File: config.mk
export PLATFORM = sky130hd
export DESIGN_NAME = uart_rx_ext_flat
export DESIGN_NICKNAME = d
export VERILOG_FILES = /design/src/rtl/uart_pkg.sv /design/src/rtl/uart_rx_ext_if.sv /design/src/rtl/uart_bit_sampler.sv /design/src/rtl/uart_rx_ext.sv /design/src/flat_wrapper.sv
export SDC_FILE = /design/constraint.sdc
export NUM_CORES = 1
export LEC_CHECK = 0
export BUFFER_PORTS_ARGS = -buffer_cell sky130_fd_sc_hd__buf_2
export CORE_UTILIZATION = 50
export CTS_CLUSTER_SIZE = 8
export DETAILED_ROUTE_END_ITERATION = 10
export GPL_ROUTABILITY_DRIVEN = 0
export PLACE_DENSITY = 0.83
export SLEW_MARGIN = 20
export SYNTH_ARGS = -nofsm -noshare
export SYNTH_HDL_FRONTEND = slang
export SYNTH_SLANG_ARGS = --single-unit
File: constraint.sdc
create_clock -name clk -period 1.8 [get_ports clk]
set_clock_uncertainty 0.1 [all_clocks]
set_input_delay 0.54 -clock clk [delete_from_list [all_inputs] [get_ports clk]]
set_output_delay 0.54 -clock clk [all_outputs]
set_load 0.02 [all_outputs]
File: src/rtl/uart_pkg.sv
// Shared UART definitions: parity-mode codes, receiver FSM encoding and
// small helpers used by the receiver and its bit sampler.
package uart_pkg;

    localparam logic [1:0] PAR_NONE = 2'd0;
    localparam logic [1:0] PAR_EVEN = 2'd1;
    localparam logic [1:0] PAR_ODD  = 2'd2;

    typedef logic [2:0] rx_state_t;

    localparam rx_state_t ST_IDLE   = 3'd0;
    localparam rx_state_t ST_START  = 3'd1;
    localparam rx_state_t ST_DATA   = 3'd2;
    localparam rx_state_t ST_PARITY = 3'd3;
    localparam rx_state_t ST_STOP   = 3'd4;

    function automatic int sb_width(input int oversample);
        return $clog2(oversample);
    endfunction

    function automatic logic majority3(input logic a, input logic b, input logic c);
        return (a & b) | (a & c) | (b & c);
    endfunction

endpackage

File: src/rtl/uart_rx_ext_if.sv
// Holding-register handshake between the UART receiver and its consumer.
interface uart_rx_ext_if #(
    parameter int DATA_BITS = 8
);
    logic [DATA_BITS-1:0] data;
    logic                 valid;
    logic                 read;
    logic                 parity_err;
    logic                 frame_err;
    logic                 overrun;
    logic                 busy;

    modport master (
        output data, valid, parity_err, frame_err, overrun, busy,
        input  read
    );

    modport slave (
        input  data, valid, parity_err, frame_err, overrun, busy,
        output read
    );
endinterface

File: src/rtl/uart_bit_sampler.sv
// Synchronises the serial line, tracks the sub-bit position on baud ticks and
// votes three mid-bit samples into one bit decision.
module uart_bit_sampler
    import uart_pkg::*;
#(
    parameter int OVERSAMPLE = 16
) (
    input  logic clk,
    input  logic reset_n,
    input  logic baud_tick,
    input  logic rx,
    input  logic start,
    input  logic run,
    output logic rx_s,
    output logic bit_val,
    output logic decide,
    output logic bit_end
);

    localparam int SB_W = sb_width(OVERSAMPLE);
    localparam int H    = OVERSAMPLE / 2;

    localparam logic [SB_W-1:0] SB_LAST  = SB_W'(OVERSAMPLE - 1);
    localparam logic [SB_W-1:0] SB_EARLY = SB_W'(H - 1);
    localparam logic [SB_W-1:0] SB_MID   = SB_W'(H);
    localparam logic [SB_W-1:0] SB_DEC   = SB_W'(H + 1);

    logic            rx_meta;
    logic [SB_W-1:0] sb;
    logic            samp_early;
    logic            samp_mid;

    // Synchroniser resets to the idle level so reset never looks like a start edge.
    always_ff @(posedge clk) begin
        if (!reset_n) begin
            rx_meta <= 1'b1;
            rx_s    <= 1'b1;
        end else begin
            rx_meta <= rx;
            rx_s    <= rx_meta;
        end
    end

    // The detecting tick counts as sub-bit 0 of the start bit, hence the load of 1.
    always_ff @(posedge clk) begin
        if (!reset_n) begin
            sb <= '0;
        end else if (baud_tick) begin
            if (start) begin
                sb <= SB_W'(1);
            end else if (!run) begin
                sb <= '0;
            end else if (sb == SB_LAST) begin
                sb <= '0;
            end else begin
                sb <= sb + SB_W'(1);
            end
        end
    end

    always_ff @(posedge clk) begin
        if (!reset_n) begin
            samp_early <= 1'b1;
            samp_mid   <= 1'b1;
        end else if (baud_tick && run) begin
            if (sb == SB_EARLY) begin
                samp_early <= rx_s;
            end
            if (sb == SB_MID) begin
                samp_mid <= rx_s;
            end
        end
    end

    // The third sample is the live line value on the decision tick itself.
    assign bit_val = majority3(samp_early, samp_mid, rx_s);
    assign decide  = baud_tick && run && (sb == SB_DEC);
    assign bit_end = baud_tick && run && (sb == SB_LAST);

endmodule

File: src/rtl/uart_rx_ext.sv
// UART receiver with configurable width, runtime parity / stop-bit selection,
// false-start rejection and a flagged holding register for the consumer.
module uart_rx_ext
    import uart_pkg::*;
#(
    parameter int DATA_BITS  = 8,
    parameter int OVERSAMPLE = 16
) (
    input  logic             clk,
    input  logic             reset_n,
    input  logic             baud_tick,
    input  logic             rx,
    input  logic [1:0]       parity_mode,
    input  logic             two_stop,
    uart_rx_ext_if.master    bus
);

    localparam int IDX_W = $clog2(DATA_BITS);
    localparam logic [IDX_W-1:0] IDX_LAST = IDX_W'(DATA_BITS - 1);

    rx_state_t            state;
    logic [IDX_W-1:0]     bit_idx;
    logic [DATA_BITS-1:0] shreg;
    logic [1:0]           par_cfg;
    logic                 two_cfg;
    logic                 second_stop;
    logic                 perr;
    logic                 ferr;

    logic [DATA_BITS-1:0] data_q;
    logic                 valid_q;
    logic                 parity_err_q;
    logic                 frame_err_q;
    logic                 overrun_q;

    logic rx_s;
    logic bit_val;
    logic decide;
    logic bit_end;
    logic start_det;
    logic par_on;
    logic par_expect;
    logic last_stop;
    logic done;

    assign start_det  = (state == ST_IDLE) && baud_tick && !rx_s;
    assign par_on     = (par_cfg == PAR_EVEN) || (par_cfg == PAR_ODD);
    assign par_expect = (^shreg) ^ (par_cfg == PAR_ODD);
    assign last_stop  = !two_cfg || second_stop;
    assign done       = (state == ST_STOP) && decide && last_stop;

    uart_bit_sampler #(
        .OVERSAMPLE (OVERSAMPLE)
    ) u_sampler (
        .clk       (clk),
        .reset_n   (reset_n),
        .baud_tick (baud_tick),
        .rx        (rx),
        .start     (start_det),
        .run       (state != ST_IDLE),
        .rx_s      (rx_s),
        .bit_val   (bit_val),
        .decide    (decide),
        .bit_end   (bit_end)
    );

    // Frame FSM; configuration is frozen at start detect so mid-frame changes are harmless.
    always_ff @(posedge clk) begin
        if (!reset_n) begin
            state       <= ST_IDLE;
            bit_idx     <= '0;
            shreg       <= '0;
            par_cfg     <= PAR_NONE;
            two_cfg     <= 1'b0;
            second_stop <= 1'b0;
            perr        <= 1'b0;
            ferr        <= 1'b0;
        end else begin
            case (state)
                ST_IDLE: begin
                    if (start_det) begin
                        state       <= ST_START;
                        par_cfg     <= parity_mode;
                        two_cfg     <= two_stop;
                        second_stop <= 1'b0;
                        perr        <= 1'b0;
                        ferr        <= 1'b0;
                        bit_idx     <= '0;
                    end
                end
                ST_START: begin
                    if (decide && bit_val) begin
                        state <= ST_IDLE;
                    end else if (bit_end) begin
                        state   <= ST_DATA;
                        bit_idx <= '0;
                    end
                end
                ST_DATA: begin
                    if (decide) begin
                        shreg <= {bit_val, shreg[DATA_BITS-1:1]};
                    end
                    if (bit_end) begin
                        if (bit_idx == IDX_LAST) begin
                            state <= par_on ? ST_PARITY : ST_STOP;
                        end else begin
                            bit_idx <= bit_idx + IDX_W'(1);
                        end
                    end
                end
                ST_PARITY: begin
                    if (decide && (bit_val != par_expect)) begin
                        perr <= 1'b1;
                    end
                    if (bit_end) begin
                        state <= ST_STOP;
                    end
                end
                ST_STOP: begin
                    // Leaving at the decision tick keeps the back half of the stop bit free for a new start.
                    if (decide) begin
                        if (!bit_val) begin
                            ferr <= 1'b1;
                        end
                        if (last_stop) begin
                            state <= ST_IDLE;
                        end
                    end else if (bit_end) begin
                        second_stop <= 1'b1;
                    end
                end
                default: begin
                    state <= ST_IDLE;
                end
            endcase
        end
    end

    // Holding register; a completing frame takes priority over a simultaneous read.
    always_ff @(posedge clk) begin
        if (!reset_n) begin
            data_q       <= '0;
            valid_q      <= 1'b0;
            parity_err_q <= 1'b0;
            frame_err_q  <= 1'b0;
            overrun_q    <= 1'b0;
        end else if (done) begin
            data_q       <= shreg;
            parity_err_q <= perr;
            frame_err_q  <= ferr | !bit_val;
            overrun_q    <= valid_q && !bus.read;
            valid_q      <= 1'b1;
        end else if (bus.read && valid_q) begin
            valid_q      <= 1'b0;
            parity_err_q <= 1'b0;
            frame_err_q  <= 1'b0;
            overrun_q    <= 1'b0;
        end
    end

    assign bus.data       = data_q;
    assign bus.valid      = valid_q;
    assign bus.parity_err = parity_err_q;
    assign bus.frame_err  = frame_err_q;
    assign bus.overrun    = overrun_q;
    assign bus.busy       = (state != ST_IDLE);

endmodule

File: src/flat_wrapper.sv
// flat-port wrapper written by rule: the top's interface ports become plain ports
module uart_rx_ext_flat import uart_pkg::*;
#(
    parameter int DATA_BITS  = 8,
    parameter int OVERSAMPLE = 16
)
  (clk, reset_n, baud_tick, rx, parity_mode, two_stop, bus_data, bus_valid, bus_parity_err, bus_frame_err, bus_overrun, bus_busy, bus_read);
  uart_rx_ext_if #(.DATA_BITS(DATA_BITS)) bus_i ();
  input  logic clk;
  input  logic reset_n;
  input  logic baud_tick;
  input  logic rx;
  input  logic [1:0] parity_mode;
  input  logic two_stop;
  output wire logic [$bits(bus_i.data)-1:0] bus_data;
  output wire logic [$bits(bus_i.valid)-1:0] bus_valid;
  output wire logic [$bits(bus_i.parity_err)-1:0] bus_parity_err;
  output wire logic [$bits(bus_i.frame_err)-1:0] bus_frame_err;
  output wire logic [$bits(bus_i.overrun)-1:0] bus_overrun;
  output wire logic [$bits(bus_i.busy)-1:0] bus_busy;
  input wire logic [$bits(bus_i.read)-1:0] bus_read;
  assign bus_data = bus_i.data;
  assign bus_valid = bus_i.valid;
  assign bus_parity_err = bus_i.parity_err;
  assign bus_frame_err = bus_i.frame_err;
  assign bus_overrun = bus_i.overrun;
  assign bus_busy = bus_i.busy;
  assign bus_i.read = bus_read;
  uart_rx_ext #(.DATA_BITS(DATA_BITS), .OVERSAMPLE(OVERSAMPLE)) u_core (.clk(clk), .reset_n(reset_n), .baud_tick(baud_tick), .rx(rx), .parity_mode(parity_mode), .two_stop(two_stop), .bus(bus_i));
endmodule
Word-level counts from Yosys, hierarchy flattened. Index checks and enable logic that the tools add are counted.

Word-level logic and storage cells: 119. Input port bits: 8. Output and inout port bits: 13. Flip-flop bits (word level): 40.

Reduce and logical (&&, ||, !) cells: 33. Equality and inequality tests: 26. Bitwise logic cells: 7. Muxes and demuxes: 33. Add/sub/neg operators: 2.

Operators by type and width (count): $mux 3 (14); $ne 2x1->1 const B (9); $pmux 3 s5 (1); $eq 4x4->1 const B (3); $mux 4 (3); $logic_and 1x1->1 (11); $mux 1 (11); $pmux 3 s3 (1); $ne 2x2->1 const B (4); $reduce_and 2->1 (4); $reduce_and 4->1 (2); $reduce_xor 8->1 (1); $reduce_and 7->1 (1); $eq 3x2->1 const B (2); $eq 3x3->1 const B (2); $pmux 1 s2 (3); $reduce_and 6->1 (1); $reduce_bool 2->1 (3); $reduce_bool 3->1 (2); $add 4x1->4 const B (1); $eq 4x3->1 const B (1); $logic_not 1->1 (4); $add 3x1->3 const B (1); $and 1x1->1 (3); 10 further kinds (13).

Logic depth before layout (Yosys ltp).
Depth in word-level cells: 7. Mapped depth: 9. Depth with buffers taken out: 7.

Cells and area by module. From an unflattened synthesis, not the netlist that was laid out.

Cells, all modules: 198. Area total of the unflattened synthesis: 1968.1 µm².

Modules (own cells, without submodules): uart_rx_ext (times used 1, cells each 155, sequential area each 640.6 µm², area an instance 1562.7 µm²); uart_bit_sampler (times used 1, cells each 43, sequential area each 160.2 µm², area an instance 405.4 µm²).

Worst setup path before layout. OpenSTA, ideal clock, no wires.

Path kind: in2reg. From: input baud_tick. To: register u_core.bit_idx[0]. Stages on the path: 5. Data arrival time: 1671 ps. Required time: 1630 ps. Slack: -41 ps. Setup time: 70 ps. Buffers on the path: 0. Path through: nor2b_1 o31ai_1 a211o_1 or3_1 a21boi_1.

Cells in the longest elaborated chain, start to end: 5. Elaborated cells on any way between the ends: 11. Those cells by class: 4 x eq/ne; 7 x reduce/logical.

RTL lines: start: declaration (RTL line flat_wrapper.sv:11) `input logic baud_tick;`; $logic_and 1x1->1 (RTL line uart_bit_sampler.sv:77, uart_bit_sampler.sv:78); $logic_and 1x1->1 (RTL line uart_bit_sampler.sv:77) `assign decide = baud_tick && run && (sb == SB_DEC);`; $logic_and 1x1->1 (RTL line uart_rx_ext.sv:92) `if (decide && bit_val) begin`; $ne 2x2->1 (no line); $reduce_and 6->1 (no line) (*); end signal: assignment (RTL line uart_rx_ext.sv:107) `bit_idx <= bit_idx + IDX_W'(1);`; end: declaration (RTL line uart_rx_ext.sv:22) `logic [IDX_W-1:0] bit_idx;`.

Every way passes the cells marked *; elsewhere a longest branch is shown, timed or not. A chain may end at the register's enable or synchronous reset.

Worst setup path after layout.
From: register u_core.bit_idx[0]. To: register u_core.bit_idx[0].

Cells in the longest elaborated chain, start to end: 4. Elaborated cells on any way between the ends: 7. Those cells by class: 1 x add/sub; 2 x eq/ne; 3 x mux; 1 x reduce/logical.

RTL lines: $add 3x1->3 (RTL line uart_rx_ext.sv:107); $mux 3 (RTL line uart_rx_ext.sv:104) `if (bit_idx == IDX_LAST) begin`; $mux 3 (RTL line uart_rx_ext.sv:103) `if (bit_end) begin`; $pmux 3 s3 (RTL line uart_rx_ext.sv:79) `case (state)`.

Parallel ways exist; a longest one is shown, timed or not. The select of a mux whose other input is x is not followed.

==> results.toml <==
[clocking]
clkLatencyLatePin_ps = 290
clockBufferDepth = 2
htree_levels = 2
cts_inserted_buffers = 5
holdBufCountCts = 0
cts_sinks = 40
tritoncts = "yes"
clockRootBuffer = "clkbuf_8"
clk_pin_slew_ps = 70

[synthesis]
syn-num-nets = 230
ys_ff_latch = 40
async_reset_ff_frac = 0
netlist_instances = 216
ys_types = 47
synth_area_um2 = 2006
yosys.area.top_type_share = 0.3993
synth-seq-area-share = 0.3993
synth_warnings = 0
ys_top_cells_by_area = "dfxtp_1 (40%), mux2i_1 (10%), nor2b_1 (5.9%)"
synth_top_cell_by_area = "dfxtp_1"
avgSynthCellArea_um2 = 9.286
synth_edf_count = 0
synthFlopType = "dfxtp_1"

[finish]
layout-drive-gt1-share = 0.3371
syn2layout_area_growth_pct = 29.38
fillers = 288
fin_nets = 281
insertedDiodeCount = 0
postLayoutCoreUtil = 0.6932

[timing]
tightest_slew_ps = 396.5
fmax_ghz = 0.5276
drv_slew = 0
rsz0062_at_grt = "true"
hold-worst-slack_ps = 308.3
hold_viol = 0
period_minus_slack_ps = 1896
slew_headroom = 0.7288
setup_violations = 4
fin_ws_ps = -95.52
finalCritPeriodShare = 1.053

[setup_path]
path_class = "flip-flop to flip-flop"
worst_path_max_delay_cell = "or3_1"
critical_path.most_common_cell = "ha_4"
end_kind = "flip-flop"
max_stage_delay_ps = 360
crit_chain = "ha_4 > ha_4 > o21ai_2 > o31ai_2 > a211o_1 > or3_1 > a21boi_1"
crit_fanout = 5
cp-start-kind = "flip-flop"
critPathArrivalTime_ps = 2010
crit_required_ps = 1910

[die]
io_pins = 21
coreArea_um2 = 3744
dieArea_um2 = 4269
start_util = 0.5358
placementRows = 22
dieHeight_um = 65.34
die_w_um = 65.34

[grt]
grt_pass1_vias = 1575
grt_use_total = 0.2154
grt_max_degree = 26
grt_pass1_wl_um = 7058
grt-ovfl-total = 0
antenna_found_initial = 0

[power]
vdd_ir_drop_max_mv = 0.5871
p_per_area_nw_per_um2 = 616.0
p_switching_w = 0.0003779
p_sw_frac = 0.2364
p_leak_nw = 1.071
seq_power_share = 0.562
power.internal_w = 0.001221
combPwrFrac = 0.084
power_frac_clock = 0.354

[routing]
routed_wl_um = 4379
num_vias = 1689
wire_per_inst_um = 13.90
ant_nets = 0
firstDrtPassIters = 4
drc_errors = 0
first_iter_violations = 56
routed_via_density = 5.362

[min_path]
holdCritPathClass = "flip-flop to flip-flop"

[place]
dpl.hpwl_um = 2993
io_buffers = 20

[outcome]
violations = "negative setup slack"
status = "complete, but fails checks"

[job]
max_cap_viol_count = 0
-- power by group through the flow --
stage                     clock network, W  logic (W)  registers [W]
after floorplan                          0  0.0000703       0.000917
after global placement                   0   0.000115       0.000918
after detailed placement                 0   0.000117       0.000919
after CTS                         0.000580   0.000125       0.000898
after global routing              0.000616   0.000144       0.000899
final                             0.000566   0.000134       0.000898
-- stage by stage --
step	setup TNS [ps]	setup WS [ps]	cell area (um^2)	instances	total power (W)
floorplan	0	18.85	2017	216	0.0009870
global placement	-950.7	-68.31	2342	301	0.001033
detailed placement	-2157	-172.8	2342	301	0.001036
CTS	-275.8	-104.7	2496	310	0.001602
global route	-690.2	-159.6	2595	315	0.001659
finish	-277.5	-95.52	2595	315	0.001599
-- cells by family after synthesis --
group,count (synthesis),synth area share
buffers and inverters,24,0.05302
muxes,20,0.09981
and+or+nand+nor,77,0.2239
AOI/OAI and AO/OA,38,0.1379
DFF,40,0.3993
xor gates and xnor gates,10,0.04367
adders and majority gates,7,0.04242
-- worst max-delay path, delay by kind of cell, from the launching register on --
kind                       cells  cell delay, ps
AOI/OAI and AO/OA              4             690
DFF                            1             340
adders and majority gates      2             320
and+or+nand+nor                1             360
-- synthesized netlist by cell type, types with 2 or more instances --
cell type  count
nor2_1         4
clkbuf_1       6
nor3b_1        3
or4bb_1        2
xnor2_1        7
xor2_1         3
a21boi_0       4
o211ai_1       3
inv_1         10
a21boi_1       5
nand4_1        2
dfxtp_1       40
mux2i_1       20
o31ai_1        2
nand2b_1       4
nand3_1        6
buf_2          5
a21oi_1        6
o21ai_0        6
nand2_1       21
nor2b_1       19
or3_1          3
o21ai_1        2
ha_1           6
or3b_1         2
and2_1         4
-- cell usage in the layout, fill, tap and decap left out, drive strengths merged, types with 4 or more instances in the layout --
| cell | n |
|---|---|
| nand2 | 21 |
| nand2b | 4 |
| nor2b | 19 |
| mux2i | 20 |
| o21ai | 8 |
| clkbuf | 5 |
| inv | 12 |
| and2 | 4 |
| buf | 56 |
| ha | 6 |
| nand3 | 6 |
| a21boi | 9 |
| dfxtp | 40 |
| xnor2 | 7 |
| nor2 | 5 |
| a21oi | 6 |
-- sequential cells by signal, summed over array words and instances (netlist names) --
name                         flops
u_core.u_sampler.sb              4
u_core.second_stop               1
u_core.shreg                     8
u_core.bus.frame_err             1
u_core.perr                      1
u_core.two_cfg                   1
u_core.bus.valid                 1
u_core.u_sampler.samp_mid        1
u_core.bit_idx                   3
u_core.u_sampler.samp_early      1
u_core.ferr                      1
u_core.bus.overrun               1
u_core.par_cfg                   2
u_core.u_sampler.rx_s            1
u_core.state                     3
u_core.u_sampler.rx_meta         1
u_core.bus.data                  8
u_core.bus.parity_err            1
-- cell type report --
cell class,count,area [um^2],area share
Sequential cell,40,814.5,0.3139
Timing Repair Buffer,56,409.1,0.1577
Multi-Input combinational cell,152,1182,0.4556
Inverter,12,47.55,0.01832
Tap cell,48,60.06,0.02314
Clock buffer,5,68.82,0.02652
Clock inverter,2,12.51,0.004822
-- repair_timing --
item	CTS	global route
buffers inserted	2	5
pin swaps	8	12
endpoints found under the setup margin	6	24
resized for setup	16	16
-- final timing paths --
kind,slack [ps],end,start,cells past startpoint
setup / recovery,-100,u_core.bit_idx[0],u_core.bit_idx[0],7
hold / removal,310,u_core.u_sampler.rx_s,u_core.u_sampler.rx_meta,1
setup reg to reg,-100,u_core.bit_idx[0],u_core.bit_idx[0],7
hold reg to reg,310,u_core.u_sampler.rx_s,u_core.u_sampler.rx_meta,1
-- metal layers --
metal | vias to the layer above | track usage | part of all wire
li1 | 847 | - | -
met1 | 790 | 0.2662 | 0.45
met2 | 42 | 0.3582 | 0.49
met3 | 10 | 0.05208 | 0.045
met4 | 0 | 0.08424 | 0.018
met5 | - | 0 | 0
Note: power is estimated with default switching activity, not from simulation.
